==> src/rtl/uart_tx_arbiter.sv <==
// Round-robin arbiter sharing one UART tx core among NREQ requesters,
// with burst locking of up to BURST consecutive bytes per grant.
module uart_tx_arbiter #(
    parameter int NREQ  = 4,
    parameter int BURST = 4
) (
    input  logic              clk,
    input  logic              rst,
    input  logic [NREQ-1:0]   req,
    input  logic [8*NREQ-1:0] data,
    output logic [NREQ-1:0]   ack,
    output logic [NREQ-1:0]   gnt,
    output logic              tx_start,
    output logic [7:0]        tx_data,
    input  logic              tx_ready,
    output logic              busy
);

    localparam int         PW      = $clog2(NREQ);
    localparam logic [7:0] BURST_L = 8'(BURST);

    typedef enum logic [1:0] {
        IDLE,
        SEND,
        WAIT_BUSY,
        WAIT_DONE
    } state_t;

    state_t          state, state_n;
    logic [PW-1:0]   ptr, ptr_n;
    logic [PW-1:0]   own, own_n;
    logic [PW-1:0]   pick;
    logic            found;
    logic [7:0]      count, count_n;
    logic [7:0]      tx_data_n;
    logic [NREQ-1:0] gnt_n, ack_n;
    logic            tx_start_n;
    logic [7:0]      bytes [NREQ];

    function automatic logic [PW-1:0] wrap(input int v);
        return PW'(v % NREQ);
    endfunction

    for (genvar i = 0; i < NREQ; i++) begin : g_bytes
        assign bytes[i] = data[8*i +: 8];
    end

    // First pending requester searching circularly from ptr
    always_comb begin
        pick  = ptr;
        found = 1'b0;
        for (int k = 0; k < NREQ; k++) begin
            if (!found && req[wrap(int'(ptr) + k)]) begin
                found = 1'b1;
                pick  = wrap(int'(ptr) + k);
            end
        end
    end

    always_comb begin
        state_n    = state;
        ptr_n      = ptr;
        own_n      = own;
        count_n    = count;
        tx_data_n  = tx_data;
        gnt_n      = gnt;
        ack_n      = '0;
        tx_start_n = 1'b0;
        unique case (state)
            IDLE: begin
                if (tx_ready && found) begin
                    state_n    = SEND;
                    own_n      = pick;
                    gnt_n      = NREQ'(1) << pick;
                    ack_n      = NREQ'(1) << pick;
                    tx_data_n  = bytes[pick];
                    count_n    = 8'd1;
                    tx_start_n = 1'b1;
                end
            end
            SEND: begin
                state_n = WAIT_BUSY;
            end
            WAIT_BUSY: begin
                if (!tx_ready) state_n = WAIT_DONE;
            end
            WAIT_DONE: begin
                if (tx_ready) begin
                    // Owner keeps the grant while it still has bytes and burst budget
                    if (req[own] && count < BURST_L) begin
                        state_n    = SEND;
                        tx_data_n  = bytes[own];
                        count_n    = count + 8'd1;
                        ack_n      = gnt;
                        tx_start_n = 1'b1;
                    end else begin
                        state_n = IDLE;
                        gnt_n   = '0;
                        ptr_n   = wrap(int'(own) + 1);
                    end
                end
            end
            default: begin
                state_n = IDLE;
            end
        endcase
    end

    always_ff @(posedge clk) begin
        if (rst) begin
            state    <= IDLE;
            ptr      <= '0;
            own      <= '0;
            count    <= '0;
            tx_data  <= '0;
            gnt      <= '0;
            ack      <= '0;
            tx_start <= 1'b0;
            busy     <= 1'b0;
        end else begin
            state    <= state_n;
            ptr      <= ptr_n;
            own      <= own_n;
            count    <= count_n;
            tx_data  <= tx_data_n;
            gnt      <= gnt_n;
            ack      <= ack_n;
            tx_start <= tx_start_n;
            busy     <= (state_n != IDLE);
        end
    end

endmodule

==> config.mk <==
export PLATFORM = sky130hd
export DESIGN_NAME = uart_tx_arbiter
export DESIGN_NICKNAME = d
export VERILOG_FILES = /design/src/rtl/uart_tx_arbiter.sv
export SDC_FILE = /design/constraint.sdc
export NUM_CORES = 1
export LEC_CHECK = 0
export ABC_AREA = 1
export CAP_MARGIN = 20
export CORE_UTILIZATION = 55
export DETAILED_ROUTE_END_ITERATION = 8
export GPL_ROUTABILITY_DRIVEN = 0
export MAX_ROUTING_LAYER = met4
export PLACE_DENSITY = 0.94
export SETUP_SLACK_MARGIN = 0.05
export SKIP_LAST_GASP = 1
export SLEW_MARGIN = 30
export SYNTH_ARGS = -nofsm -noshare
export SYNTH_HDL_FRONTEND = slang
export SYNTH_SLANG_ARGS = --single-unit
export TNS_END_PERCENT = 50
==> constraint.sdc <==
create_clock -name clk -period 3.6 [get_ports clk]
set_input_delay 0.9 -clock clk [delete_from_list [all_inputs] [get_ports clk]]
set_output_delay 0.9 -clock clk [all_outputs]
set_load 0.02 [all_outputs]
==> results by group, run 1 <==
Global route
  – Wire length of the first global-routing pass: 11.3 mm
  – Initial antenna violation count: 0
  – Vias in the first global route: 2494
  – Leftover overflow at the end of global routing: 0
  – Pin count of the biggest net entering global routing: 26
  – Global-route usage over all layers: 32.9%

Floorplan
  – Overall die height: 69.0 um
  – Horizontal extent of the die: 69.0 um
  – IO Pins: 57
  – Rows: 23
  – DIE AREA: 4760 sq um
  – Placeable core region: 4140 sq um
  – Effective utilization at floorplan: 59.5%

Setup path
  – Kind of end point of the critical path: register
  – Worst-path fanout max: 18
  – Worst reg2reg setup slack: 950 ps
  – Worst flop-to-flop path startpoint: ptr[0]
  – Gate family responsible for the most delay along the worst path: simple AND/OR/NAND/NOR gates
  – Path depth of the worst reg2reg path: 14
  – Endpoint required time on the critical path: 3830 ps
  – Stage delay of the slowest cell on the critical path: 550 ps
  – Slowest cell on the critical path: sky130_fd_sc_hd__clkdlybuf4s50_1
  – Critical path's most frequent cell: sky130_fd_sc_hd__nand2_1
  – Arrival time of the worst setup path: 3020 ps
  – Cells traversed along the worst timing path: clkdlybuf4s50_1 > nand2_1 > nand3_1 > nand2_2 > nand2_1 > nand2_1 > nand2_1 > nand2_4 > nand2_2 > nand2_1 > nand2_1 > nand2_1 > nand3_1 > nand2_1 > a21oi_2
  – Number of gates on the worst path with buffers counted: 15
  – Reg-to-Reg End: tx_data[7]
  – Number of buffers and inverters on the critical path: 1
  – Kind of critical path: in -> reg
  – Critical path startpoint category: input pin

Clock tree
  – Clock tree sinks: 32
  – Depth of the CTS H-tree: 2
  – CTS Hold Bufs: 0
  – Post-CTS resize count: 0
  – Clock insertion delay at the later pin of the skew report: 290 ps
  – Setup fix buffers added after clock tree synthesis: 0
  – CTS Root Buffer Type: sky130_fd_sc_hd__clkbuf_8
  – Clk buf depth: 2
  – Clock transition at the registers of the reported paths: 70 ps
  – CTS Buf Count: 5
  – TritonCTS clock tree: done

Drt
  – Number of nets with antenna violations after routing: 0
  – Detailed-route wire length per cell: 14.3 um
  – Wirelength, routed: 7.10 mm
  – Drt initial violations: 386
  – Overall via count from detail_route: 2943
  – Number of detailed-route iterations in the first pass: 7
  – Routed via count divided by cell count: 5.93
  – DRC Markers: 1

STA
  – Minimum setup slack in the final design: 811 ps
  – Unrepaired setup endpoints after global routing: no
  – Peak clock frequency supported by timing: 0.359 GHz
  – Final period util: 77.5%
  – Minimum period implied by the final worst setup slack: 2790 ps
  – Count of endpoints failing setup in the final report: 0
  – Pins over their slew limit: 0
  – Total Negative Setup Slacks: 0 ps
  – Total count of hold-check failures in the final report: 0
  – Measured slew at the worst slew-check pin: 614 ps
  – Clock skew after layout: 7.34 ps
  – Normalized max-slew margin: 58.9%

Yosys
  – Count of state elements after synthesis: 32
  – Sequential share of the synthesized area: 26.0%
  – Post-synthesis instance total: 398
  – Share of the synthesized area in compound gates (AO/OA/AOI/OAI): 17.5%
  – Dominant combinational cell family by area after synthesis: simple AND/OR/NAND/NOR gates
  – Adder and majority cell fraction of the synthesized area: 2.54%
  – Post-synthesis simple-gate area fraction: 45.1%
  – Number of distinct standard cells referenced by the synthesized netlist: 31
  – Nets in the synthesized netlist: 442
  – Synthesized cell area: 2470 sq um
  – XOR/XNOR Fraction of Synth Area: 0%
  – Mux cell area share after synthesis: 0%
  – Synthesized area divided by synthesized cell count: 6.20 sq um
  – Yosys warnings: 0

Placement
  – Port Buffers: 56
  – Worst Setup Slack post-DPL: 556 ps
  – Post-DP HPWL: 4.94 mm

Power
  – Internal power summed over all cells: 793 uW
  – Switching share of power: 37.1%
  – Combinational fraction of design power: 38.6%
  – PwrDens: 405 nW/um^2
  – Peak supply drop: 164 uV
  – Total leakage power: 1.39 nW
  – Total chip power: 1.26 mW
  – Share of power burned in the clock network: 27.3%
  – Reported net switching power: 467 uW
  – Proportion of power drawn by flip-flops and latches: 34.1%

Min path
  – Worst hold start: count[3]
  – Worst hold stages: 2
  – Hold-critical path endpoint: count[3]
  – Class of the tightest hold or removal check: reg -> reg

Status
  – Violated checks: design-rule violations
  – Result of the run: finished with violations

Finish
  – Layout overhead on the synthesized area: 26.2%
  – Layout fillers: 344
  – Commonest cells after routing, fill and taps aside: sky130_fd_sc_hd__nand2_1, sky130_fd_sc_hd__clkdlybuf4s50_1, sky130_fd_sc_hd__nand3_1, sky130_fd_sc_hd__nor2_1, sky130_fd_sc_hd__dfxtp_1
  – Combined flip-flop and latch cell area: 641 sq um
  – Net total in the final layout: 489
  – Share of post-route cells with drive strength above 1: 11.4%
  – Count of antenna diodes in the layout: 0
  – Most common library cell in the layout ignoring fill and taps: sky130_fd_sc_hd__nand2_1
  – Combined area of the multi-input logic cells: 1610 sq um

Flow run
  – Total of max-cap violations: 0
## worst max path at each step
stage                      end  startpoint  slack (ps)
finish              tx_data[7]      req[1]         810
detailed placement  tx_data[7]      req[1]         560
global placement    tx_data[1]      req[1]         630
global route        tx_data[7]      req[2]         580
floorplan           tx_data[1]      req[0]        1390
CTS                 tx_data[7]      req[1]         850
## metrics by stage
step | util (%) | instances | hold WS [ps] | cell area (sq um)
floorplan | - | 398 | 417 | 2470
global placement | 72.4 | 488 | 430 | 3000
detailed placement | 72.4 | 488 | 432 | 3000
CTS | 75.1 | 496 | 445 | 3110
global route | 75.1 | 496 | 461 | 3110
finish | 75.1 | 496 | 444 | 3110
## power groups by stage
stage | sequential (mW) | combinational [mW] | clock, mW
2_1_floorplan | 0.460 | 0.292 | 0
3_3_place_gp | 0.435 | 0.464 | 0
3_5_place_dp | 0.436 | 0.476 | 0
4_1_cts | 0.429 | 0.480 | 0.346
5_1_grt | 0.433 | 0.536 | 0.360
6_report | 0.430 | 0.486 | 0.344
## sequential cells by signal, indices dropped and copies added (netlist names)
register,count
busy,1
own,2
ack,4
state,2
ptr,2
gnt,4
tx_data,8
tx_start,1
count,8
## worst min-delay path, stage by stage, from the launching register on
cell and delay, ps:
sky130_fd_sc_hd__dfxtp_1 310, sky130_fd_sc_hd__nand2_1 60, sky130_fd_sc_hd__nor2_1 30
## Yosys cell counts
cell | instances | share of area (%)
sky130_fd_sc_hd__a21oi_1 | 16 | 3.2
sky130_fd_sc_hd__a21oi_2 | 10 | 3.6
sky130_fd_sc_hd__a22oi_1 | 3 | 0.91
sky130_fd_sc_hd__a311oi_1 | 1 | 0.36
sky130_fd_sc_hd__a31oi_1 | 3 | 0.76
sky130_fd_sc_hd__buf_2 | 4 | 0.81
sky130_fd_sc_hd__buf_4 | 4 | 1.2
sky130_fd_sc_hd__buf_6 | 1 | 0.46
sky130_fd_sc_hd__buf_8 | 1 | 0.61
sky130_fd_sc_hd__clkbuf_1 | 9 | 1.4
sky130_fd_sc_hd__clkinv_1 | 1 | 0.15
sky130_fd_sc_hd__dfxtp_1 | 32 | 26
sky130_fd_sc_hd__ha_1 | 5 | 2.5
sky130_fd_sc_hd__inv_1 | 24 | 3.7
sky130_fd_sc_hd__inv_2 | 4 | 0.61
sky130_fd_sc_hd__nand2_1 | 112 | 17
sky130_fd_sc_hd__nand2_2 | 17 | 4.3
sky130_fd_sc_hd__nand2_4 | 3 | 1.4
sky130_fd_sc_hd__nand3_1 | 49 | 9.9
sky130_fd_sc_hd__nand3_2 | 1 | 0.41
sky130_fd_sc_hd__nand4_1 | 2 | 0.51
sky130_fd_sc_hd__nand4_4 | 2 | 1.7
sky130_fd_sc_hd__nor2_1 | 48 | 7.3
sky130_fd_sc_hd__nor2_8 | 1 | 0.81
sky130_fd_sc_hd__nor3_1 | 7 | 1.4
sky130_fd_sc_hd__o211a_1 | 1 | 0.41
sky130_fd_sc_hd__o21ai_0 | 26 | 5.3
sky130_fd_sc_hd__o21ai_4 | 1 | 0.66
sky130_fd_sc_hd__o22ai_1 | 8 | 2.0
sky130_fd_sc_hd__o31ai_1 | 1 | 0.30
sky130_fd_sc_hd__or2_2 | 1 | 0.25
## final cells by class
class                   count  share of cell area [%]
clock buffers               5                    2.21
inverters                  29                    3.50
flip-flops and latches     32                    20.6
repair buffers             59                    18.7
well taps                  50                    2.01
multi-input cells         318                    51.6
clock inverters             3                    1.37
## logic make-up (layout without fill, tap and decap cells)
kind of cell | Yosys count | in the layout
AND/OR/NAND/NOR | 243 | 243
flip-flops | 32 | 32
adder cells (fa/ha/maj) | 5 | 5
buffers and inverters | 48 | 96
AO/OA/AOI/OAI | 70 | 70
## layer usage
metal  up-vias  routed length (um)  part of all wire, %  track usage, %
met2       215                3340                   47            53.4
li1       1401                   -                    -               -
met3        25                 831                   12            6.58
met1      1302                2740                   39            40.5
met4         0                 183                  2.6            11.2
met5         -                   0                    0               -
No activity file was read; power rests on OpenSTA's default activity.
==> run 2, diff against run 1 <==
Settings changed: CORE_UTILIZATION 55 to 46, PLACE_DENSITY 0.94 to 0.84.
Clock period 3.6 ns to 2.5 ns, I/O delays scaled along.
==> run 2 against run 1 <==
Against the previous run:
- the run now ends clean
- cell area grew 8.3%
- highest routed layer unchanged
- non-clock buffer count grew 22
- largest cell class unchanged
- clock power grew 47%
- sequential share of layout area shrank 1.6 points
- global-route usage shrank 4.8 points
- worst hold slack gained 5.1 ps
- sequential power grew 43%
- first-iteration DRC count shrank 7.5%
- setup slack lost 580 ps
- largest power group unchanged
- critical path depth shrank 1
- clock skew shrank 0.63 ps
- utilization shrank 9.5 points
==> results by group, run 2 (synthesis results as in run 1) <==
Global route
  – Leftover overflow at the end of global routing: 0 (unchanged)
  – Pin count of the biggest net entering global routing: 21 (-19%)
  – Vias in the first global route: 2648 (+6.2%)
  – Wire length of the first global-routing pass: 11.9 mm (+5.4%)
  – Global-route usage over all layers: 28.1% (-4.8 points)
  – Initial antenna violation count: 0 (unchanged)

Finish
  – Leading registers by flop count: count (8), tx_data (8)
  – Core occupancy in the finished layout: 65.6% (-9.5 points)
  – Share of post-route cells with drive strength above 1: 15.8% (+4.4 points)
  – Count of antenna diodes in the layout: 0 (unchanged)
  – Finished Cell Area: 3370 sq um (+8.3%)
  – Most common library cell in the layout ignoring fill and taps: sky130_fd_sc_hd__nand2_1
  – Layout overhead on the synthesized area: 36.7%
  – Net total in the final layout: 511 (+4.5%)
  – Commonest cells after routing, fill and taps aside: sky130_fd_sc_hd__nand2_1, sky130_fd_sc_hd__clkdlybuf4s50_1, sky130_fd_sc_hd__nand3_1, sky130_fd_sc_hd__nor2_1, sky130_fd_sc_hd__dfxtp_1

Setup path
  – Worst-path fanout max: 11 (-7)
  – Path depth of the worst reg2reg path: 10 (-4)
  – Critical path startpoint category: input pin
  – Kind of end point of the critical path: register
  – Worst reg2reg setup slack: 290 ps (-660 ps)
  – Arrival time of the worst setup path: 2480 ps (-540 ps)
  – Kind of critical path: in -> reg
  – Worst flop-to-flop path startpoint: state[0]
  – Reg-to-Reg End: tx_data[1]
  – Endpoint required time on the critical path: 2710 ps (-1120 ps)

Floorplan
  – IO Pins: 57 (unchanged)
  – Horizontal extent of the die: 75.2 um (+9.1%)
  – Rows: 26 (+13%)
  – Overall die height: 75.2 um (+9.1%)
  – Placeable core region: 5140 sq um (+24%)
  – Effective utilization at floorplan: 48.0% (-12 points)
  – DIE AREA: 5660 sq um (+19%)

Min path
  – Worst hold start: count[4]
  – Worst hold stages: 2 (unchanged)
  – Hold-critical path endpoint: count[4]
  – Class of the tightest hold or removal check: reg -> reg

Placement
  – Post-DP HPWL: 5.28 mm (+6.8%)
  – Area after detailed placement: 3210 sq um (+7.1%)
  – Worst Setup Slack post-DPL: -124 ps (-680 ps)
  – Port Buffers: 56 (unchanged)

Drt
  – Wirelength, routed: 7.20 mm (+1.4%)
  – Overall via count from detail_route: 2929 (-0.48%)
  – Number of detailed-route iterations in the first pass: 7 (unchanged)
  – Number of nets with antenna violations after routing: 0 (unchanged)
  – DRC Markers: 0 (-1)
  – Routed via count divided by cell count: 5.44 (-8.2%)
  – Detailed-route wire length per cell: 13.4 um (-6.5%)
  – Drt initial violations: 357 (-7.5%)

Clock tree
  – CTS Buf Count: 5 (unchanged)
  – CTS Hold Bufs: 0 (unchanged)
  – Clock tree sinks: 32 (unchanged)
  – Clock insertion delay at the later pin of the skew report: 290 ps (about the same)
  – TritonCTS clock tree: done
  – CTS Root Buffer Type: sky130_fd_sc_hd__clkbuf_8
  – Clock transition at the registers of the reported paths: 70 ps (about the same)
  – Clk buf depth: 2 (unchanged)
  – Depth of the CTS H-tree: 2 (unchanged)

STA
  – Unrepaired setup endpoints after global routing: no
  – Minimum period implied by the final worst setup slack: 2270 ps
  – Pins over their slew limit: 0 (unchanged)
  – Final period util: 90.7%
  – Peak clock frequency supported by timing: 0.441 GHz
  – Normalized max-slew margin: 66.2% (+7.3 points)
  – Count of endpoints failing setup in the final report: 0 (unchanged)
  – Total count of hold-check failures in the final report: 0 (unchanged)
  – Total Negative Setup Slacks: 0 ps (unchanged)
  – Minimum setup slack in the final design: 232 ps (-580 ps)
  – Clock skew after layout: 6.71 ps (-0.634 ps)
  – Measured slew at the worst slew-check pin: 507 ps (-107 ps)

Status
  – Result of the run: finished clean

Power
  – PwrDens: 575 nW/um^2 (+42%)
  – Total leakage power: 1.52 nW (+9.9%)
  – Peak supply drop: 310 uV (+89%)
  – Total chip power: 1.94 mW (+54%)

Flow run
  – Total of max-cap violations: 0 (unchanged)
run 2: cell type report:
cell class | count | area (sq um)
clock buffers | 5 | 68.8
clock inverters | 3 | 42.5
fillers | 456 | 1770
inverters | 29 | 109
multi-input cells | 318 | 1610
flip-flops and latches | 32 | 641
well taps | 70 | 87.6
repair buffers | 81 | 813
run 2: metal layers:
metal	vias to the layer above	share of wire (%)	global-route usage [%]
li1	1446	-	-
met1	1300	42	35.9
met2	157	47	44.0
met3	26	8.3	4.42
met4	0	2.6	12.3
met5	-	0	-
run 2: where the power goes:
| group | switching [mW] | leakage (nW) | total [mW] | internal (mW) |
|---|---|---|---|---|
| clock | 0.210 | 0.0541 | 0.504 | 0.295 |
| combinational | 0.448 | 1.21 | 0.820 | 0.373 |
| sequential | 0.0496 | 0.261 | 0.615 | 0.565 |
| total | 0.707 | 1.52 | 1.94 | 1.23 |
run 2: worst max path at each step:
stage	from	end	slack, ps
floorplan	req[0]	tx_data[1]	570
global placement	req[1]	tx_data[3]	-50
detailed placement	req[1]	tx_data[1]	-120
CTS	req[1]	tx_data[5]	170
global route	req[1]	gnt[2]	70
finish	req[1]	gnt[2]	230
run 2: worst max-delay path: stages:
cell and delay [ps]:
sky130_fd_sc_hd__clkdlybuf4s50_1 540, sky130_fd_sc_hd__nand2_1 90, sky130_fd_sc_hd__nand3_1 100, sky130_fd_sc_hd__nand2_2 110, sky130_fd_sc_hd__nand2_1 130, sky130_fd_sc_hd__nand2_1 80
sky130_fd_sc_hd__nand2_1 60, sky130_fd_sc_hd__nand2_1 50, sky130_fd_sc_hd__nand3_1 60, sky130_fd_sc_hd__nand2_1 90, sky130_fd_sc_hd__buf_12 160, sky130_fd_sc_hd__nor2_2 120
sky130_fd_sc_hd__nand2_1 70, sky130_fd_sc_hd__a21oi_1 180
run 2: repair_timing:
item / in CTS / in global routing
buffers inserted: 0 / 2
gates resized for setup: 0 / 2
setup endpoints to repair: 0 / 11
run 2: stage by stage:
stage | hold slack, ps | std cells
2_1_floorplan | 417 | 398
3_3_place_gp | 431 | 528
3_5_place_dp | 439 | 528
4_1_cts | 449 | 536
5_1_grt | 473 | 538
6_report | 449 | 538
==> run 3, diff against run 2 <==
Settings changed: CORE_UTILIZATION 46 to 25, PLACE_DENSITY 0.84 to 0.54.
==> run 3 against run 2 <==
Against the previous run:
- total power is 0.11% lower
- worst hold slack worse by 7.1 ps
- setup slack worse by 16 ps
- critical path type unchanged
- die area is 81% higher
- critical endpoint is now tx_data[4]
- global-route usage is 11 points lower
- utilization is 29 points lower
- clock skew is 1.1 ps higher
- combinational power is 2% higher
- sequential share of layout area is 0.62 points lower
- non-clock buffer count is 8 higher
- largest power group unchanged
- register-to-register slack better by 120 ps
- largest cell class unchanged
==> results by group, run 3 (synthesis results as in run 1) <==
Finish
  – Post-Layout Cell Count: 606 (+13%)
  – Leading registers by flop count: count (8), tx_data (8)
  – Core occupancy in the finished layout: 37.0% (-29 points)
  – Most common library cell in the layout ignoring fill and taps: sky130_fd_sc_hd__nand2_1
  – Layout fillers: 1025 (+120%)
  – Finished Cell Area: 3480 sq um (+3.4%)
  – Count of antenna diodes in the layout: 0 (unchanged)
  – Layout overhead on the synthesized area: 41.3%
  – Net total in the final layout: 520 (+1.8%)
  – Commonest cells after routing, fill and taps aside: sky130_fd_sc_hd__nand2_1, sky130_fd_sc_hd__clkdlybuf4s50_1, sky130_fd_sc_hd__nand3_1, sky130_fd_sc_hd__nor2_1, sky130_fd_sc_hd__dfxtp_1
  – Share of post-route cells with drive strength above 1: 17.4% (+1.6 points)

Setup path
  – Worst reg2reg setup slack: 410 ps (+120 ps)
  – Kind of critical path: in -> reg
  – Critical path startpoint category: input pin
  – Worst flop-to-flop path startpoint: ptr[1]
  – Gate family responsible for the most delay along the worst path: buffers and inverters
  – Reg-to-Reg End: tx_data[1]
  – Slowest cell on the critical path: sky130_fd_sc_hd__clkdlybuf4s50_1
  – Endpoint required time on the critical path: 2670 ps (-40 ps)
  – Worst-path fanout max: 7 (-4)
  – Path depth of the worst reg2reg path: 15 (+5)
  – Number of buffers and inverters on the critical path: 4 (+2)
  – Critical path's most frequent cell: sky130_fd_sc_hd__nand2_2
  – Number of gates on the worst path with buffers counted: 14 (unchanged)
  – Kind of end point of the critical path: register
  – Cells traversed along the worst timing path: clkdlybuf4s50_1 > nand2_1 > nand3_1 > nand2_2 > buf_4 > nand3_2 > nand2_1 > nand2_2 > nand2_4 > inv_2 > o21ai_4 > buf_12 > nand2_2 > a21oi_2
  – Stage delay of the slowest cell on the critical path: 550 ps (about the same)
  – Arrival time of the worst setup path: 2460 ps (-20 ps)

Power
  – Reported net switching power: 701 uW (-0.82%)
  – Proportion of power drawn by flip-flops and latches: 31.5% (-0.2 points)
  – Total leakage power: 1.55 nW (+1.6%)
  – Switching share of power: 36.2% (-0.26 points)
  – Share of power burned in the clock network: 25.5% (-0.5 points)
  – Internal power summed over all cells: 1.24 mW (+0.29%)
  – Peak supply drop: 205 uV (-34%)
  – PwrDens: 556 nW/um^2 (-3.4%)
  – Combinational fraction of design power: 43.0% (+0.7 points)

Global route
  – Wire length of the first global-routing pass: 13.1 mm (+11%)
  – Global-route usage over all layers: 16.7% (-11 points)
  – M3 GR Usage: 2.21% (-2.2 points)
  – Pin count of the biggest net entering global routing: 23 (+9.5%)
  – Initial antenna violation count: 0 (unchanged)
  – Vias in the first global route: 2773 (+4.7%)
  – Met2 capacity usage during global routing: 26.9% (-17 points)
  – Met1 usage in global routing: 21.5% (-14 points)
  – Most congested layer reported by global routing: met2
  – Leftover overflow at the end of global routing: 0 (unchanged)

Floorplan
  – Overall die height: 101 um (+35%)
  – Rows: 35 (+35%)
  – DIE AREA: 10300 sq um (+81%)
  – IO Pins: 57 (unchanged)
  – Horizontal extent of the die: 101 um (+35%)
  – Placeable core region: 9420 sq um (+83%)
  – Effective utilization at floorplan: 26.2% (-22 points)

Min path
  – Hold-critical path endpoint: count[6]
  – Worst hold start: count[6]
  – Class of the tightest hold or removal check: reg -> reg
  – Worst hold stages: 2 (unchanged)

STA
  – Unrepaired setup endpoints after global routing: yes
  – Clock skew after layout: 7.83 ps (+1.13 ps)
  – Measured slew at the worst slew-check pin: 515 ps (+8.30 ps)
  – Hold slack: 442 ps (-7.06 ps)
  – Normalized max-slew margin: 65.6% (-0.55 points)
  – Final period util: 91.4% (+0.66 points)
  – Count of endpoints failing setup in the final report: 0 (unchanged)
  – Peak clock frequency supported by timing: 0.438 GHz (-0.72%)
  – Minimum period implied by the final worst setup slack: 2280 ps (+16.5 ps)
  – Total count of hold-check failures in the final report: 0 (unchanged)
  – Pins over their slew limit: 0 (unchanged)

Clock tree
  – Clock transition at the registers of the reported paths: 60 ps (about the same)
  – TritonCTS clock tree: done
  – Depth of the CTS H-tree: 2 (unchanged)
  – Clock insertion delay at the later pin of the skew report: 290 ps (about the same)
  – Setup fix buffers added after clock tree synthesis: 0 (unchanged)
  – Clock tree sinks: 32 (unchanged)
  – CTS Buf Count: 5 (unchanged)
  – Clk buf depth: 2 (unchanged)
  – CTS Root Buffer Type: sky130_fd_sc_hd__clkbuf_8

Placement
  – Port Buffers: 56 (unchanged)
  – Area after detailed placement: 3360 sq um (+4.6%)
  – # placed instances: 597 (+13%)
  – Post-DP HPWL: 6.05 mm (+15%)

Flow run
  – Total of max-cap violations: 0 (unchanged)

Drt
  – Drt initial violations: 173 (-52%)
  – Number of nets with antenna violations after routing: 0 (unchanged)
  – Wirelength, routed: 7.93 mm (+10%)
  – Overall via count from detail_route: 2893 (-1.2%)
  – Detailed-route wire length per cell: 13.1 um (-2.2%)
  – Number of detailed-route iterations in the first pass: 4 (-3)
  – Routed via count divided by cell count: 4.77 (-12%)
  – DRC Markers: 0 (unchanged)

Status
  – Result of the run: finished clean
-- run 3: metal layers --
metal  part of all wire (%)  wire (um)
met2                     46       3640
met1                     47       3700
met4                    1.4        112
met3                    6.0        472
met5                      0          0
-- run 3: power groups by stage --
stage | clock, mW | combinational (mW) | sequential (mW)
final | 0.494 | 0.833 | 0.610
after global routing | 0.537 | 0.919 | 0.620
after CTS | 0.506 | 0.822 | 0.611
after detailed placement | 0 | 0.819 | 0.622
after global placement | 0 | 0.813 | 0.621
after floorplan | 0 | 0.421 | 0.663
-- run 3: timing repair --
item | in CTS | in global routing
hold buffers | 0 | 0
gates resized for setup | 0 | 2
endpoints found under the setup margin | 0 | 12
-- run 3: how the worst max path moves through the flow --
stage | startpoint | to | slack [ps]
finish | req[1] | tx_data[4] | 220
global route | req[1] | tx_data[6] | 6
CTS | req[3] | tx_data[1] | 130
detailed placement | req[3] | tx_data[1] | -160
global placement | req[2] | tx_data[4] | -140
floorplan | req[0] | tx_data[1] | 570
-- run 3: cell type report --
type                       count  area, sq um  share of cell area [%]
multi-input combinational    319         1620                    46.5
timing repair buffer          89          846                    24.3
sequential                    32          641                    18.4
tap                          129          161                    4.63
inverter                      29          109                    3.12
clock buffer                   6         72.6                    2.08
clock inverter                 2         35.0                    1.01
-- run 3: tightest hold or removal path, cell delays in order, from the launching register on --
cell and delay (ps):
sky130_fd_sc_hd__dfxtp_1 300, sky130_fd_sc_hd__inv_1 60, sky130_fd_sc_hd__nor3_1 50
-- run 3: metrics by stage --
step	power (mW)	setup slack, ps	TNS (ps)
finish	1.94	215	0
global route	2.08	5.72	0
CTS	1.94	135	0
detailed placement	1.44	-160	-1760
global placement	1.43	-137	-1420
floorplan	1.08	568	0
